### src/rtl/shift_pkg.sv
// Shared definitions for the sequenced shifter and its single-step stage:
// operation encodings, FSM state encodings and the per-cycle shift limit.
package shift_pkg;

  // Largest shift one pass through the step stage can apply (2-bit amount)
  localparam int STEP_MAX = 3;

  typedef enum logic [1:0] {
    OP_LSL = 2'b00,
    OP_LSR = 2'b01,
    OP_ASR = 2'b10,
    OP_ROR = 2'b11
  } op_e;

  typedef enum logic [1:0] {
    ST_IDLE  = 2'b00,
    ST_SHIFT = 2'b01,
    ST_DONE  = 2'b10
  } state_e;

endpackage

### src/rtl/shift_step8.sv
// Combinational single-step shifter: shifts data by s (0..3) according to op.
// All four candidate shifts are formed and a 4:1 mux on s picks one, so the
// same cell serves the single-step shift stage and the sequenced shifter.
// Optional feature macro: SHIFT_SEQ_ROT_EN enables rotate-right for OP_ROR;
// without it OP_ROR passes the data through unchanged.
module shift_step8
  import shift_pkg::*;
#(
  parameter int WIDTH = 8
) (
  input  logic [WIDTH-1:0] data,
  input  logic [1:0]       s,
  input  op_e              op,
  output logic [WIDTH-1:0] result
);

  logic [WIDTH-1:0]   cand [4];
  logic [2*WIDTH-1:0] rot;

  // Build the four shift candidates for the selected op, then mux on s
  always_comb begin
    for (int i = 0; i < 4; i++) begin
      cand[i] = data;
    end
    rot = '0;
    for (int i = 0; i < 4; i++) begin
      case (op)
        OP_LSL: cand[i] = data << i;
        OP_LSR: cand[i] = data >> i;
        OP_ASR: cand[i] = $signed(data) >>> i;
        OP_ROR: begin
`ifdef SHIFT_SEQ_ROT_EN
          rot     = {data, data} >> i;
          cand[i] = rot[WIDTH-1:0];
`else
          cand[i] = data;
`endif
        end
        default: cand[i] = data;
      endcase
    end
    result = cand[s];
  end

endmodule

### src/rtl/shift_seq8.sv
// Multi-cycle sequenced shifter. Accepts a full shift amount and applies it
// through the single-step stage at most STEP_MAX bits per clock, feeding the
// result back until the amount is used up. start/busy/done handshake, one
// request in flight; d_out holds until the next start is accepted.
// Optional feature macro: SHIFT_SEQ_ROT_EN (rotate-right for op=11, handled
// inside shift_step8).
module shift_seq8
  import shift_pkg::*;
#(
  parameter int WIDTH = 8,
  parameter int AMT_W = 3
) (
  input  logic             clk,
  input  logic             reset_n,
  input  logic             start,
  input  logic [1:0]       op,
  input  logic [AMT_W-1:0] amt,
  input  logic [WIDTH-1:0] d_in,
  output logic [WIDTH-1:0] d_out,
  output logic             busy,
  output logic             done
);

  state_e           state, next_state;
  op_e              op_q;
  logic [AMT_W-1:0] rem, rem_next;
  logic [1:0]       step;
  logic [WIDTH-1:0] step_out;

  // Step size this cycle is min(rem, STEP_MAX); rem never underflows
  always_comb begin
    step     = 2'(STEP_MAX);
    if (rem <= AMT_W'(STEP_MAX)) begin
      step = rem[1:0];
    end
    rem_next = rem - AMT_W'(step);
  end

  shift_step8 #(.WIDTH(WIDTH)) u_step (
    .data   (d_out),
    .s      (step),
    .op     (op_q),
    .result (step_out)
  );

  // Next-state logic and handshake outputs
  always_comb begin
    next_state = state;
    busy       = 1'b0;
    done       = 1'b0;
    case (state)
      ST_IDLE: begin
        if (start) begin
          next_state = ST_SHIFT;
        end
      end
      ST_SHIFT: begin
        busy = 1'b1;
        if (rem_next == '0) begin
          next_state = ST_DONE;
        end
      end
      ST_DONE: begin
        busy       = 1'b1;
        done       = 1'b1;
        next_state = ST_IDLE;
      end
      default: next_state = ST_IDLE;
    endcase
  end

  // State, request latch, remaining-amount counter and result register
  always_ff @(posedge clk or negedge reset_n) begin
    if (!reset_n) begin
      state <= ST_IDLE;
      op_q  <= OP_LSL;
      rem   <= '0;
      d_out <= '0;
    end else begin
      state <= next_state;
      case (state)
        ST_IDLE: begin
          if (start) begin
            op_q  <= op_e'(op);
            rem   <= amt;
            d_out <= d_in;
          end
        end
        ST_SHIFT: begin
          d_out <= step_out;
          rem   <= rem_next;
        end
        default: begin
        end
      endcase
    end
  end

endmodule

### config.mk
export PLATFORM = sky130hd
export DESIGN_NAME = shift_seq8
export DESIGN_NICKNAME = d
export VERILOG_FILES = /design/src/rtl/shift_pkg.sv /design/src/rtl/shift_step8.sv /design/src/rtl/shift_seq8.sv
export SDC_FILE = /design/constraint.sdc
export NUM_CORES = 1
export LEC_CHECK = 0
export ABC_CLOCK_PERIOD_IN_PS = 4300
export CAP_MARGIN = 20
export CORE_UTILIZATION = 40
export DETAILED_ROUTE_END_ITERATION = 10
export PLACE_DENSITY = 0.71
export SYNTH_ARGS = -nofsm -noshare
export SYNTH_HDL_FRONTEND = slang
export SYNTH_HIERARCHICAL = 1
export SYNTH_SLANG_ARGS = --single-unit
### constraint.sdc
create_clock -name clk -period 4.3 [get_ports clk]
set_clock_uncertainty 0.05 [all_clocks]
set_input_delay 0.86 -clock clk [delete_from_list [all_inputs] [get_ports clk]]
set_output_delay 0.86 -clock clk [all_outputs]
set_load 0.02 [all_outputs]
==> results of run 1 <==
==> worst max path at each step <==
stage / to / cells past startpoint / from / slack, ns
4_1_cts: busy / 3 / state[0] / 1.82
3_3_place_gp: d_out[1] / 4 / start / 1.61
3_5_place_dp: rem[0] / 4 / start / 1.62
6_report: d_out[4] / 4 / start / 1.80
5_1_grt: d_out[4] / 4 / start / 1.65
2_1_floorplan: d_out[0] / 7 / rem[2] / 2.24
==> cells in the mapped netlist, types with 2 or more instances <==
library cell | number | area [sq um]
a221o_1 | 10 | 100
nor2_1 | 8 | 30.0
inv_1 | 3 | 11.3
o21ai_0 | 9 | 45.0
buf_2 | 10 | 50.1
inv_2 | 2 | 7.51
o211ai_1 | 2 | 15.0
ha_1 | 4 | 50.1
or2_2 | 2 | 12.5
o31ai_1 | 2 | 15.0
mux2i_1 | 5 | 50.1
a21oi_1 | 18 | 90.1
mux2_2 | 5 | 56.3
nand2_1 | 15 | 56.3
nand3_1 | 17 | 85.1
nor2b_1 | 5 | 31.3
a222oi_1 | 2 | 20.0
nor3_1 | 3 | 15.0
nand2b_1 | 19 | 119
dfrtp_1 | 15 | 375
and3_1 | 2 | 12.5
clkbuf_1 | 3 | 11.3
o21ai_1 | 3 | 15.0
==> registers in the layout, indices dropped and copies added, names as in the netlist <==
| signal | cells |
|---|---|
| d_out | 8 |
| op_q | 2 |
| rem | 3 |
| state | 2 |
==> critical path, delay by kind of cell <==
kind | cells | cell delay (ns)
buf+inv | 1 | 0.75
compound gates | 1 | 0.27
simple gates | 2 | 0.76
==> layer usage <==
layer  vias up  routed length [microns]
li1        715                        -
met5         -                        0
met2        47                     1710
met3         2                      204
met1       693                     1710
met4         0                       19
==> kinds of logic after synthesis <==
logic type      share of synthesized area
xor+xnor                          0.00593
fa+ha+maj                          0.0339
compound gates                      0.281
mux                                0.0822
flops                               0.254
simple gates                        0.273
buf+inv                            0.0703
==> area by class of cell <==
class	count	area, sq um	area share
Timing Repair Buffer	25	250	0.143
Sequential cell	15	375	0.215
Inverter	5	18.8	0.0108
Clock inverter	1	5.00	0.00287
Tap cell	46	57.6	0.0330
Clock buffer	3	41.3	0.0237
Multi-Input combinational cell	150	997	0.571
==> report_power, final <==
part | switching, uW | internal, uW | total (uW) | leakage, uW
clock | 53.5 | 64.3 | 118 | 0.0000255
sequential | 171 | 204 | 376 | 0.000187
combinational | 464 | 438 | 902 | 0.000500
==> through the flow <==
step | std cells | area [sq um] | utilization
6_report | 245 | 1750 | 0.507
5_1_grt | 245 | 1750 | 0.507
4_1_cts | 245 | 1750 | 0.507
3_5_place_dp | 241 | 1700 | 0.494
3_3_place_gp | 241 | 1700 | 0.494
2_1_floorplan | 186 | 1480 | -
==> metrics.md, run 1 <==
| Metric | Value |
|---|---|
| Root buf cell | `clkbuf_8` |
| Worst-Margin Slew | `0.858 ns` |
| Vias | `1457` |
| I/O Pins | `26` |
| R2R Path End | `d_out[4]` |
| Max H-tree Level | `1` |
| CTS tree | `yes` |
| Slowest stage delay, CP | `0.75 ns` |
| Hold path startpoint | `state[0]` |
| Final Wtd Congestion | `0.848` |
| Peak Freq | `400 MHz` |
| Layout cell share with drive strength beyond 1 | `0.0854` |
| Status | `complete, no violations` |
| Gr busiest metal | `met2` |
| Clk buf depth | `2` |
| Syn avg cell area | `7.94 sq um` |
| Hold endpoint | `state[0]` |
| Crit path required time | `4.44 ns` |
| Final worst setup slack | `1.80 ns` |
| Nets | `220` |
| Slew margin rel. | `0.428` |
| Routed Antenna Nets | `0` |
| Crit-path cells | `clkdlybuf4s50_1 -> nor2b_4 -> nor2b_1 -> a221o_1` |
| Vias in the first global route | `1257` |
| Worst reg2reg path depth | `5` |
| Hold Violations, Final | `0` |
| Hold Buf Count CTS | `0` |
| Post-synth net total | `206` |
| TNS Setup | `0 ns` |
| Port buffer count | `25` |
| Setup Slack @ Placement | `1.62 ns` |
| DP HPWL | `2.47 mm` |
| Commonest non-fill, non-tap cell in the layout | `clkdlybuf4s50_1` |
| Crit Path Category | `in -> reg` |
| Yosys cell types | `45` |
| Number of synthesized flops with an enable pin | `0` |
| Fillers | `345` |
| Die X | `62.8 microns` |
| Global route overflow | `0` |
| CP endpoint kind | `flip-flop` |
| Slowest stage cell on the critical path | `clkdlybuf4s50_1` |
| First-pass GRT wire length | `6.13 mm` |
| Die Y-Extent | `62.8 microns` |
| Clock net sink count | `15` |
| GR Layer Usage met3 | `0.0328` |
| Die area | `3940 sq um` |
| Worst-path fanout max | `13` |
| DR vias/cell | `5.95` |
| Maximum vdd drop | `0.490 mV` |
| R2r setup slk | `2.07 ns` |
| Max_cap viols | `0` |
| DR iter-0 viols | `167` |
| Final Hold Slack | `0.491 ns` |
| Area growth, synth to finish | `18.2%` |
| Drt first pass iters | `4` |
| Synth Instances | `186` |
| #FFs+latches synth | `15` |
| Core Region | `3440 sq um` |
| DRC | `0` |
| Postcts setup bufs | `0` |
| Most frequent cells in the layout | `clkdlybuf4s50_1, nand2b_1, a21oi_1` |
| FFs w/ async S/R, synth | `1.00` |
| Final period utilization | `0.581` |
| Worst hold path depth | `1` |
| RSZ-0062 raised after global routing | `false` |
| GRT Util Overall | `0.195` |
| Antenna diode count | `0` |
| Worst-path clk slew | `0.07 ns` |
| Power per standard cell area | `799 nW/um^2` |
| Startpoint Class | `primary input` |
| Avg WL per Cell | `14.8 microns` |
| Prevailing post-synth register cell | `dfrtp_1` |
| Fraction of the yosys area taken by sequential cells | `0.254` |
| Pin count of the biggest net entering global routing | `30` |
| GR Util met2 | `0.289` |
| Synth Warn # | `6` |
| Clock latency on the worst-skew pair | `0.25 ns` |
| Initial antenna violation count | `0` |
| CTS Buf Count | `3` |
| Total power | `1400 uW` |
| Row cnt | `21` |
| Mapped cell area | `1480 sq um` |
| Worst Hold Class | `reg -> reg` |
| Post-CTS Resized | `0` |
| R2R Path Start | `state[0]` |
| Starting Density | `0.429` |
| Arrival time at the worst endpoint | `2.64 ns` |
| Leakage power | `0.000712 uW` |
| Met1 usage | `0.288` |
| Routed wire length | `3.64 mm` |
| Min Tclk post-route | `2.50 ns` |
| # setup viols final | `0` |
| Max-slew violations | `0` |
Note: power is estimated with default switching activity, not from simulation.
==> run 2, diff against run 1 <==
ABC_CLOCK_PERIOD_IN_PS = 2400   (was 4300)
clock period = 2.4 ns   (was 4.3 ns; I/O delays follow)
==> run 2 against run 1 <==
Critical path depth is 2 higher. Setup slack worse by 1.5 ns. Power is 83% higher. Worst hold slack worse by 0.0020 ns. Final area is 2.9% higher. Clock-buffer cell count is 1 higher. Clock power is 72% higher. Via count hardly changed. Sequential power is 56% higher. Die area stayed put. Critical path type is now reg -> reg. Largest cell class unchanged.
==> metrics.md, run 2 (same netlist as run 1, synthesis figures left out) <==
| Metric | Value |
|---|---|
| Final instance area | `1800 sq um (+2.9%)` |
| TNS Setup | `0 ns (unchanged)` |
| Die X | `62.8 microns (unchanged)` |
| RSZ-0062 raised after global routing | `false` |
| Starting Density | `0.429 (unchanged)` |
| CTS tree | `yes` |
| Routed wire length | `3.68 mm (+1.3%)` |
| Die area | `3940 sq um (unchanged)` |
| Largest Register | `d_out` |
| CTS Buf Count | `3 (unchanged)` |
| Slew margin rel. | `0.500 (+0.0717)` |
| Placed cell count | `248 (+2.9%)` |
| DR iter-0 viols | `159 (-4.8%)` |
| Crit Path Category | `reg -> reg` |
| Avg WL per Cell | `14.6 microns (-1.5%)` |
| Area occupied by registers | `375 sq um (unchanged)` |
| Die Y-Extent | `62.8 microns (unchanged)` |
| Maximum vdd drop | `0.679 mV (+39%)` |
| Post-layout util | `0.522 (+0.0149)` |
| CP endpoint kind | `flip-flop` |
| Max reg flops | `8 (unchanged)` |
| Pin count of the biggest net entering global routing | `22 (-27%)` |
| Most frequent cells in the layout | `clkdlybuf4s50_1, nand2b_1, a21oi_1` |
| Antenna diode count | `0 (unchanged)` |
| Vias in the first global route | `1286 (+2.3%)` |
| Worst-path clk slew | `0.06 ns (about the same)` |
| Placed cell areas | `1750 sq um (+3.1%)` |
| DP HPWL | `2.70 mm (+9.3%)` |
| Slowest stage cell on the critical path | `or2_2` |
| Hold Violations, Final | `0 (unchanged)` |
| Commonest non-fill, non-tap cell in the layout | `clkdlybuf4s50_1` |
| Post-CTS Resized | `0 (unchanged)` |
| Drt first pass iters | `4 (unchanged)` |
| Min Tclk post-route | `2.11 ns` |
| Area growth, synth to finish | `21.7%` |
| Fillers | `316 (-8.4%)` |
| Vias | `1456 (-0.069%)` |
| Row cnt | `21 (unchanged)` |
| Worst-path fanout max | `16 (+3)` |
| Clock latency on the worst-skew pair | `0.24 ns (about the same)` |
| Nets | `227 (+3.2%)` |
| R2r setup slk | `0.29 ns (-1.78 ns)` |
| GRT Util Overall | `0.200 (+0.00456)` |
| Crit-path cells | `or2_2 -> inv_2 -> nor3_1 -> a222oi_1 -> o21ai_1 -> a221o_1` |
| Final Hold Slack | `0.489 ns (-0.00201 ns)` |
| Hold Buf Count CTS | `0 (unchanged)` |
| Status | `complete, no violations` |
| Layout cell share with drive strength beyond 1 | `0.112 (+0.0262)` |
| Clock net sink count | `15 (unchanged)` |
| Multi-input gate area | `997 sq um (unchanged)` |
| I/O Pins | `26 (unchanged)` |
| Initial antenna violation count | `0 (unchanged)` |
| DRC | `0 (unchanged)` |
| Max-slew violations | `0 (unchanged)` |
| Clk buf depth | `2 (unchanged)` |
| Arrival time at the worst endpoint | `2.19 ns (-0.45 ns)` |
| Final cell count without fillers | `252 (+2.9%)` |
| Peak Freq | `473 MHz` |
| Max H-tree Level | `1 (unchanged)` |
| Core Region | `3440 sq um (unchanged)` |
| Postcts setup bufs | `0 (unchanged)` |
| Power per standard cell area | `1420 nW/um^2 (+78%)` |
| Global route overflow | `0 (unchanged)` |
| Final Wtd Congestion | `0.905 (+6.6%)` |
| First-pass GRT wire length | `6.31 mm (+3.0%)` |
| DR vias/cell | `5.78 (-2.8%)` |
| # setup viols final | `0 (unchanged)` |
| Routed Antenna Nets | `0 (unchanged)` |
| Port buffer count | `25 (unchanged)` |
| Root buf cell | `clkbuf_8` |
| Slowest stage delay, CP | `0.47 ns (-0.28 ns)` |
| Startpoint Class | `flip-flop` |
| Final period utilization | `0.880` |
| Worst Hold Class | `reg -> reg` |
| Crit path required time | `2.48 ns (-1.96 ns)` |
| Worst-Margin Slew | `0.749 ns (-0.109 ns)` |
| Leakage power | `0.000743 uW (+4.3%)` |
| Max_cap viols | `0 (unchanged)` |
| Largest regs | `d_out x8, rem x3` |
run 2: changes by cell type in the layout (fill, tap and decap cells not counted):
cell | previous run | this run
clkinv_2 | 1 | 0
clkbuf_1 | 0 | 1
buf_4 | 0 | 7
run 2: area by class of cell:
type                       count  area share
sequential                    15       0.209
timing repair buffer          32       0.169
tap                           46      0.0320
multi-input combinational    150       0.555
clock buffer                   4      0.0251
inverter                       5      0.0104
run 2: power by group:
group / switching [uW] / internal, uW
Clock: 85.6 / 117
Combinational: 930 / 839
Sequential: 218 / 369
Total: 1230 / 1330
run 2: worst paths after layout:
| check | startpoint | endpoint | cells after the start |
|---|---|---|---|
| worst max-delay path | rem[2] | d_out[4] | 6 |
| worst min-delay path | state[0] | state[0] | 1 |
| worst max register to register | rem[2] | d_out[4] | 6 |
| worst min register to register | state[0] | state[0] | 1 |
| max in group asynchronous | reset_n | d_out[6] | 1 |
| min in group asynchronous | reset_n | state[1] | 1 |
run 2: worst max-delay path: cells and delay by family (launching register included):
| kind | cells | cell delay [ns] |
|---|---|---|
| AND/OR/NAND/NOR | 2 | 0.56 |
| flip-flops | 1 | 0.42 |
| AO/OA/AOI/OAI | 3 | 0.79 |
| buffers and inverters | 1 | 0.17 |
run 2: routing by layer:
layer	track usage	vias up	share of wire	wire [microns]
met4	0.0349	0	0	0
met5	0	-	0	0
met1	0.288	685	0.47	1730
li1	-	730	-	-
met3	0.0347	0	0.044	163
met2	0.313	41	0.49	1790
run 2: stage by stage:
| step | worst slack, ns | power (uW) |
|---|---|---|
| floorplan | 0.335 | 1910 |
| global placement | 0.334 | 2330 |
| detailed placement | 0.313 | 2350 |
| CTS | 0.291 | 2560 |
| global route | 0.207 | 2800 |
| finish | 0.288 | 2560 |
